--- config.mk ---
export PLATFORM = sky130hd
export DESIGN_NAME = rr_arbiter_flat
export DESIGN_NICKNAME = d
export VERILOG_FILES = /design/src/rtl/rr_arbiter_if.sv /design/src/rtl/rr_arbiter.sv /design/src/flat_wrapper.sv
export SDC_FILE = /design/constraint.sdc
export NUM_CORES = 1
export LEC_CHECK = 0
export BUFFER_PORTS_ARGS = -buffer_cell sky130_fd_sc_hd__buf_4
export CORE_AREA = 4 4 41 43
export DETAILED_ROUTE_END_ITERATION = 10
export DIE_AREA = 0 0 45 47
export GPL_TIMING_DRIVEN = 0
export SLEW_MARGIN = 20
export SYNTH_ARGS = -nofsm -noshare
export SYNTH_HDL_FRONTEND = slang
export SYNTH_SLANG_ARGS = --single-unit
--- constraint.sdc ---
create_clock -name clk -period 1.25 [get_ports clk]
set_input_delay 0.1875 -clock clk [delete_from_list [all_inputs] [get_ports clk]]
set_output_delay 0.1875 -clock clk [all_outputs]
set_load 0.01 [all_outputs]
--- src/rtl/rr_arbiter_if.sv ---
// Handshake bundle between M requesters, the round-robin arbiter and the downstream mux.
// Latency: none, this is a plain signal bundle.
// Backpressure: ready flows from downstream to the arbiter, and ack flows back per requester.
// Ports:
//   req[M]   requester i has a beat available
//   last     tail marker for the granted requester's current beat
//   ready    downstream accepts the current beat
//   grant[M] registered one-hot grant, drives the mux sel
//   valid    a beat is presented downstream
//   ack[M]   per-requester accept strobe
interface rr_arbiter_if #(
    parameter int M = 2
);
    logic [M-1:0] req;
    logic         last;
    logic         ready;
    logic [M-1:0] grant;
    logic         valid;
    logic [M-1:0] ack;

    // Requester and downstream side: drives requests and ready, observes grant.
    modport master (
        output req,
        output last,
        output ready,
        input  grant,
        input  valid,
        input  ack
    );

    // Arbiter side.
    modport slave (
        input  req,
        input  last,
        input  ready,
        output grant,
        output valid,
        output ack
    );
endinterface

--- src/rtl/rr_arbiter.sv ---
// Round-robin, packet-locking arbiter that drives the downstream mux sel with a one-hot grant.
// Latency: 1 cycle from req to grant. valid and ack are combinational from grant, req and ready.
// Backpressure: with ready=0 the grant, the pointer and the state all hold. A release on a last beat moves
//               straight to the next requester with no idle cycle.
// Ports:
//   clk     rising-edge clock
//   nreset  asynchronous active-low reset
//   bus     rr_arbiter_if slave: req/last/ready in, grant/valid/ack out
module rr_arbiter #(
    parameter int M = 2
) (
    input  logic         clk,
    input  logic         nreset,
    rr_arbiter_if.slave  bus
);
    localparam int PW = (M > 2) ? $clog2(M) : 1;

    typedef enum logic {
        ST_IDLE = 1'b0,
        ST_BUSY = 1'b1
    } state_t;

    state_t         state_q, state_d;
    logic [M-1:0]   grant_q, grant_d;
    logic [PW-1:0]  ptr_q, ptr_d;
    logic [PW-1:0]  gidx;      // index of the currently granted requester
    logic [PW-1:0]  nidx;      // gidx + 1, wrapping M-1 to 0
    logic [M-1:0]   nxt;       // candidate successor on a release
    logic           valid;
    logic           xfer;

    // Cyclic-priority pick. The candidate at rank 0 is p, then p+1, and so on. The requester with the lowest rank wins.
    // The loop uses constant bounds, so every index is static after unrolling.
    function automatic logic [M-1:0] pick(input logic [M-1:0] r, input logic [PW-1:0] p);
        logic [M-1:0] best;
        int           best_rank;
        int           rank;
        best      = '0;
        best_rank = M;
        for (int i = 0; i < M; i++) begin
            rank = i - int'(p);
            if (rank < 0) begin
                rank = rank + M;
            end
            if (r[i] && (rank < best_rank)) begin
                best_rank = rank;
                best      = '0;
                best[i]   = 1'b1;
            end
        end
        return best;
    endfunction

    assign valid     = |(grant_q & bus.req);
    assign xfer      = valid & bus.ready;
    assign bus.grant = grant_q;
    assign bus.valid = valid;
    assign bus.ack   = grant_q & bus.req & {M{bus.ready}};

    always_comb begin
        gidx = '0;
        for (int i = 0; i < M; i++) begin
            if (grant_q[i]) begin
                gidx = PW'(i);
            end
        end
    end

    assign nidx = (int'(gidx) == M - 1) ? '0 : gidx + PW'(1);
    // The releasing requester is masked out, so it wins again only if nobody else is waiting.
    assign nxt  = pick(bus.req & ~grant_q, nidx);

    always_comb begin
        state_d = state_q;
        grant_d = grant_q;
        ptr_d   = ptr_q;
        case (state_q)
            ST_IDLE: begin
                if (|bus.req) begin
                    grant_d = pick(bus.req, ptr_q);
                    state_d = ST_BUSY;
                end
            end
            ST_BUSY: begin
                // The grant is locked until a last beat transfers. A req drop or a missing ready only stalls it.
                if (xfer && bus.last) begin
                    ptr_d = nidx;
                    if (|nxt) begin
                        grant_d = nxt;
                    end else if (|(bus.req & grant_q)) begin
                        grant_d = grant_q;
                    end else begin
                        grant_d = '0;
                        state_d = ST_IDLE;
                    end
                end
            end
            default: begin
                state_d = ST_IDLE;
                grant_d = '0;
            end
        endcase
    end

    always_ff @(posedge clk or negedge nreset) begin
        if (!nreset) begin
            state_q <= ST_IDLE;
            grant_q <= '0;
            ptr_q   <= '0;
        end else begin
            state_q <= state_d;
            grant_q <= grant_d;
            ptr_q   <= ptr_d;
        end
    end
endmodule

--- src/flat_wrapper.sv ---
// flat-port wrapper written by rule: the top's interface ports become plain ports
module rr_arbiter_flat 
#(
    parameter int M = 2
)
  (clk, nreset, bus_req, bus_last, bus_ready, bus_grant, bus_valid, bus_ack);
  rr_arbiter_if #(.M(M)) bus_i ();
  input  logic clk;
  input  logic nreset;
  input wire logic [$bits(bus_i.req)-1:0] bus_req;
  input wire logic [$bits(bus_i.last)-1:0] bus_last;
  input wire logic [$bits(bus_i.ready)-1:0] bus_ready;
  output wire logic [$bits(bus_i.grant)-1:0] bus_grant;
  output wire logic [$bits(bus_i.valid)-1:0] bus_valid;
  output wire logic [$bits(bus_i.ack)-1:0] bus_ack;
  assign bus_i.req = bus_req;
  assign bus_i.last = bus_last;
  assign bus_i.ready = bus_ready;
  assign bus_grant = bus_i.grant;
  assign bus_valid = bus_i.valid;
  assign bus_ack = bus_i.ack;
  rr_arbiter #(.M(M)) u_core (.clk(clk), .nreset(nreset), .bus(bus_i));
endmodule
### Word level (Yosys, flattened, before mapping)

Cells that the tools add are included.

* register bits after elaboration: 4
* input port bits: 6
* logic and storage cells: 67

* add/subtract/negate cells: 9
* $lt $le $gt $ge: 8
* equal/unequal tests: 3
* muxes and demuxes: 28
* bitwise operators: 6
* reductions and logical operators: 10

Operators with widths (number)
* $mux 32: 12
* $add 32x3->32 const B: 4
* $lt 32x1->1 const B: 4
* $lt 32x3->1 const B: 2
* $lt 32x32->1: 2
* $mux 2: 6
* $mux 1: 8
* $sub 1x1->2 const A: 4
* $and 2x2->2: 3
* $reduce_or 2->1: 3
* $logic_and 1x1->1: 5
* $pmux 2 s2: 1
* $ne 3x3->1 const B: 1
* $reduce_and 3->1: 1
* $ne 2x1->1 const B: 1
* $ne 2x2->1 const B: 1
* $not 2->2: 1
* $pmux 1 s2: 1
* $reduce_and 2->1: 1
* $add 1x1->1 const B: 1
* $and 1x1->1: 1
* $not 1->1: 1

### Logic depth before layout (Yosys ltp)

* word-level depth: 16
* mapped depth: 3
* depth with buffers taken out: 3

### Least setup slack after synthesis

No wires, ideal clock.

* path type: register to register
* from: reg u_core.grant_q[0], in the netlist u_core.bus.grant[0]
* to: reg u_core.ptr_q
* arrival time: 0.979 ns
* data required time: 1.171 ns
* setup slack: 0.191 ns
* cell stages (with the launch flop): 4
* path buffers: 0
* clock period less this slack: 1.059 ns
* path through: dfrtp_1 > a22o_4 > nand4_2 > mux2i_1

* cells in the longest elaborated chain, start to end: 5

Ends and longest elaborated chain
* start: declaration: line rr_arbiter.sv:24 `logic [M-1:0] grant_q, grant_d;`
* start signal: assignment: line rr_arbiter.sv:112 `grant_q <= grant_d;`
* $and 2x2->2: line rr_arbiter.sv:54 `assign valid = |(grant_q & bus.req);`
* $reduce_or 2->1: line rr_arbiter.sv:54
* named net bus_valid: line flat_wrapper.sv:14 `output wire logic [$bits(bus_i.valid)-1:0] bus_valid;`
* $and 1x1->1: line rr_arbiter.sv:55 `assign xfer = valid & bus.ready;`
* $logic_and 1x1->1: line rr_arbiter.sv:86 `if (xfer && bus.last) begin`
* $reduce_and 2->1 (no source line)
* end signal: assignment: line rr_arbiter.sv:113 `ptr_q <= ptr_d;`
* end: declaration: line rr_arbiter.sv:25 `logic [PW-1:0] ptr_q, ptr_d;`

The timed path passes the listed nets, and every way through them passes these cells.
A chain may end at the register's enable or synchronous reset.

### Final worst setup path

* from: reg u_core.grant_q[1], in the netlist u_core.bus.grant[1]
* to: out bus_valid

* cells in the longest elaborated chain, start to end: 2

Ends and longest elaborated chain (line)
* $and 2x2->2: rr_arbiter.sv:54
* $reduce_or 2->1: rr_arbiter.sv:54
* end: declaration: flat_wrapper.sv:14

Every way passes these cells.

==> key figures <==
Clocking
  • H-tree depth: 1
  • Inserted Clock Buffers: 3
  • Root Driver: clkbuf_4
  • Worst-Skew Late Latency: 230 ps
  • Clock transition at path regs: 40 ps
  • CTS max path bufs: 2
  • CTS tree: done
  • TritonCTS Sinks: 4

Worst setup path
  • Worst EP arrival: ~1000 ps
  • Worst Setup Start Kind: register
  • Kind of critical path: reg2out
  • CP top delay family: flip-flops
  • Slowest-stage cell, CP: dfrtp_2
  • Slowest stage delay, CP: 440 ps
  • CP cell instances: a22o_4, buf_4
  • Endpoint type of the worst setup path: output pin
  • R2R Setup Slk: 220 ps
  • Critical R2R Launch: u_core.state_q$_DFF_PN0_
  • Reg2Reg Depth: 1
  • WP data required: about 1100 ps
  • CP Max Fanout: 6
  • Worst path bufs/invs: 1
  • R2r endpoint: u_core.state_q$_DFF_PN0_

Pwr
  • IR drop worst, VDD: 0.6223 mV
  • Leakage: 0.0002170 uW
  • Pwr/cell area: around 1600 nW/um2

Timing
  • Final hold vios: 0
  • TNS Setup: 0 ps
  • Final Max Slew Viols: 0
  • Slew HR: 0.8801
  • Finish-stage setup viols: 0
  • Final Critical Period: 1223 ps
  • Final Cycle Share: 0.9781
  • RSZ-0062 raised after global routing: no
  • Clock Skews: 0.9803 ps
  • Fmax: 817.9 MHz
  • Worst slew pin tran: roughly 180 ps

GRT
  • Tot GR Track Use: 0.06111
  • Number of global-route vias before repair: approximately 220
  • Largest net degree at the start of global routing: 8
  • First-pass GRT wire length: 883 um
  • Gr ovfl total: 0
  • Initial antenna violation count: 0

Finish
  • # diodes: 0
  • Most common cell after layout, fill and taps aside: buf_4
  • # nets final: 47
  • Area growth syn-to-layout: 64.02%
  • Layout cells sized above 1: 0.5897
  • Number of fill cells: approximately 150
  • Most frequent cells in the layout: 14 x buf_4, 3 x mux2i_1, 3 x inv_1, 3 x clkbuf_4
  • Design area: 387.9 um2
  • Final Util: 0.2981

Die
  • Die height: 47 um
  • Num ports: 11
  • Row count: 13
  • Die area: 2115 um2
  • Die width: about 45 um
  • Placeable Area: between 1000 and 1500 um2
  • Starting Density: 0.1817

Worst hold path
  • Worst hold start: bus_req[1]
  • Worst hold endpoint: u_core.state_q$_DFF_PN0_
  • Hold WC Path Type: in2reg
  • Hold Path Depth: 2

Synthesis
  • Post-synthesis mux area share: 0.1270
  • Synthesized instance count: 22
  • Synth Area in Simple Gates: 0.1693
  • Largest family of logic cells by synthesized area: compound AO/OA/AOI/OAI gates
  • XOR/XNOR Fraction of Synth Area: 0
  • Post-synthesis register bit count: 4
  • Compound-gate portion of the synthesized area: 0.2011
  • Post-synthesis cell area: between 200 and 250 um2
  • Synth Area in Adders: 0
  • Yosys warnings: 0
  • Largest cells by area after synthesis: dfrtp_1 42%, mux2i_1 13%, a22o_4 7.4%
  • Sequential fraction of the synthesis area: 0.4233
  • Syn nets: 28
  • Syn Area/Cell: 10.75 um2
  • Largest area contributor in the synthesized netlist: dfrtp_1
  • Yosys top cell area share: 0.4233
  • Synth unique cells: 14

Detailed routing
  • Wire per inst: 10.24 um
  • Routed Antenna Nets: 0
  • Drt drc: 0
  • DR vias: roughly 230
  • DR iter-0 viols: 3
  • Vias/cell: 4.185
  • Drt total wl: 553 um
  • Number of iterations in the first detailed-routing pass: 4

Placed design
  • RePlAce Congestion: 0.6726
  • Hpwl dp: 405.3 um
  • Port Buf Inserts: 10
  • Placed instance area: 330.3 um2

Job
  • Max-cap violations: 0

Run status
  • Status: completed
-- worst max path at each step --
stage / depth (start not counted) / end / from
CTS: 2 / bus_valid / u_core.bus.grant[0]$_DFFE_PN0P_
detailed placement: 3 / u_core.ptr_q$_DFFE_PN0P_ / u_core.bus.grant[0]$_DFFE_PN0P_
floorplan: 3 / u_core.ptr_q$_DFFE_PN0P_ / u_core.bus.grant[0]$_DFFE_PN0P_
global placement: 3 / u_core.ptr_q$_DFFE_PN0P_ / u_core.bus.grant[0]$_DFFE_PN0P_
global route: 2 / bus_valid / u_core.bus.grant[1]$_DFFE_PN0P_
finish: 2 / bus_valid / u_core.bus.grant[1]$_DFFE_PN0P_
-- what timing repair did --
| item | in CTS | in global routing |
|---|---|---|
| endpoints found under the setup margin | 1 | 1 |
| hold buffers | 1 | 0 |
| endpoints found under the hold margin | 4 | 0 |
| gates resized for setup | 2 | 0 |
| buffers inserted | 1 | 2 |
| pin swaps | 0 | 1 |
-- sequential cells by signal, indices dropped and copies added, names as in the netlist --
| register | flops |
|---|---|
| u_core.state_q | 1 |
| u_core.bus.grant | 2 |
| u_core.ptr_q | 1 |
-- power breakdown --
part | leakage, uW | switching, uW | internal [uW]
registers | 0.0000420 | 39.1 | 168
logic | 0.000161 | 98.4 | 167
clock network | 0.0000138 | 46.3 | 107
total | 0.000217 | 184 | 442
-- final cells by class --
| class | instances | area [um2] | area share |
|---|---|---|---|
| Buffer | 1 | 7.507 | 0.01935 |
| Clock buffer | 3 | 22.52 | 0.05806 |
| Inverter | 3 | 11.26 | 0.02903 |
| Multi-Input combinational cell | 14 | 117.6 | 0.3032 |
| Sequential cell | 4 | 102.6 | 0.2645 |
| Tap cell | 15 | 18.77 | 0.04839 |
| Timing Repair Buffer | 14 | 107.6 | 0.2774 |
-- cells in the mapped netlist --
master	number
o21ai_0	2
inv_1	3
or3_2	1
buf_4	1
nand4_1	1
nand4_2	1
o211ai_1	1
and3_2	1
a22o_4	1
a21boi_1	1
dfrtp_1	4
a21oi_1	1
mux2i_1	3
and3_1	1
-- per-layer routing --
metal | global-route usage | share of wire | vias to the layer above
met5 | 0 | 0 | -
met4 | 0.07018 | 0 | 0
met3 | 0.01533 | 0.12 | 0
met2 | 0.07910 | 0.41 | 10
met1 | 0.07604 | 0.46 | 100
li1 | - | - | 116
-- metrics by stage --
stage                     total power (uW)  hold slack, ps  setup slack [ps]  cells
final                                625.6           205.5             27.37     54
after global routing                 671.0           208.1             1.388     54
after CTS                            608.4           199.3             2.365     52
after detailed placement             419.3          -15.18             160.7     47
after global placement               415.3          -15.48             190.5     47
after floorplan                      312.3          -108.1             191.4     22
-- cell families (layout without fill, tap and decap cells) --
group | after synthesis | count (layout)
AO/OA/AOI/OAI | 6 | 6
AND/OR/NAND/NOR | 5 | 5
buffers and inverters | 4 | 21
flip-flops | 4 | 4
multiplexers | 3 | 3
No activity file was read; power rests on OpenSTA's default activity.
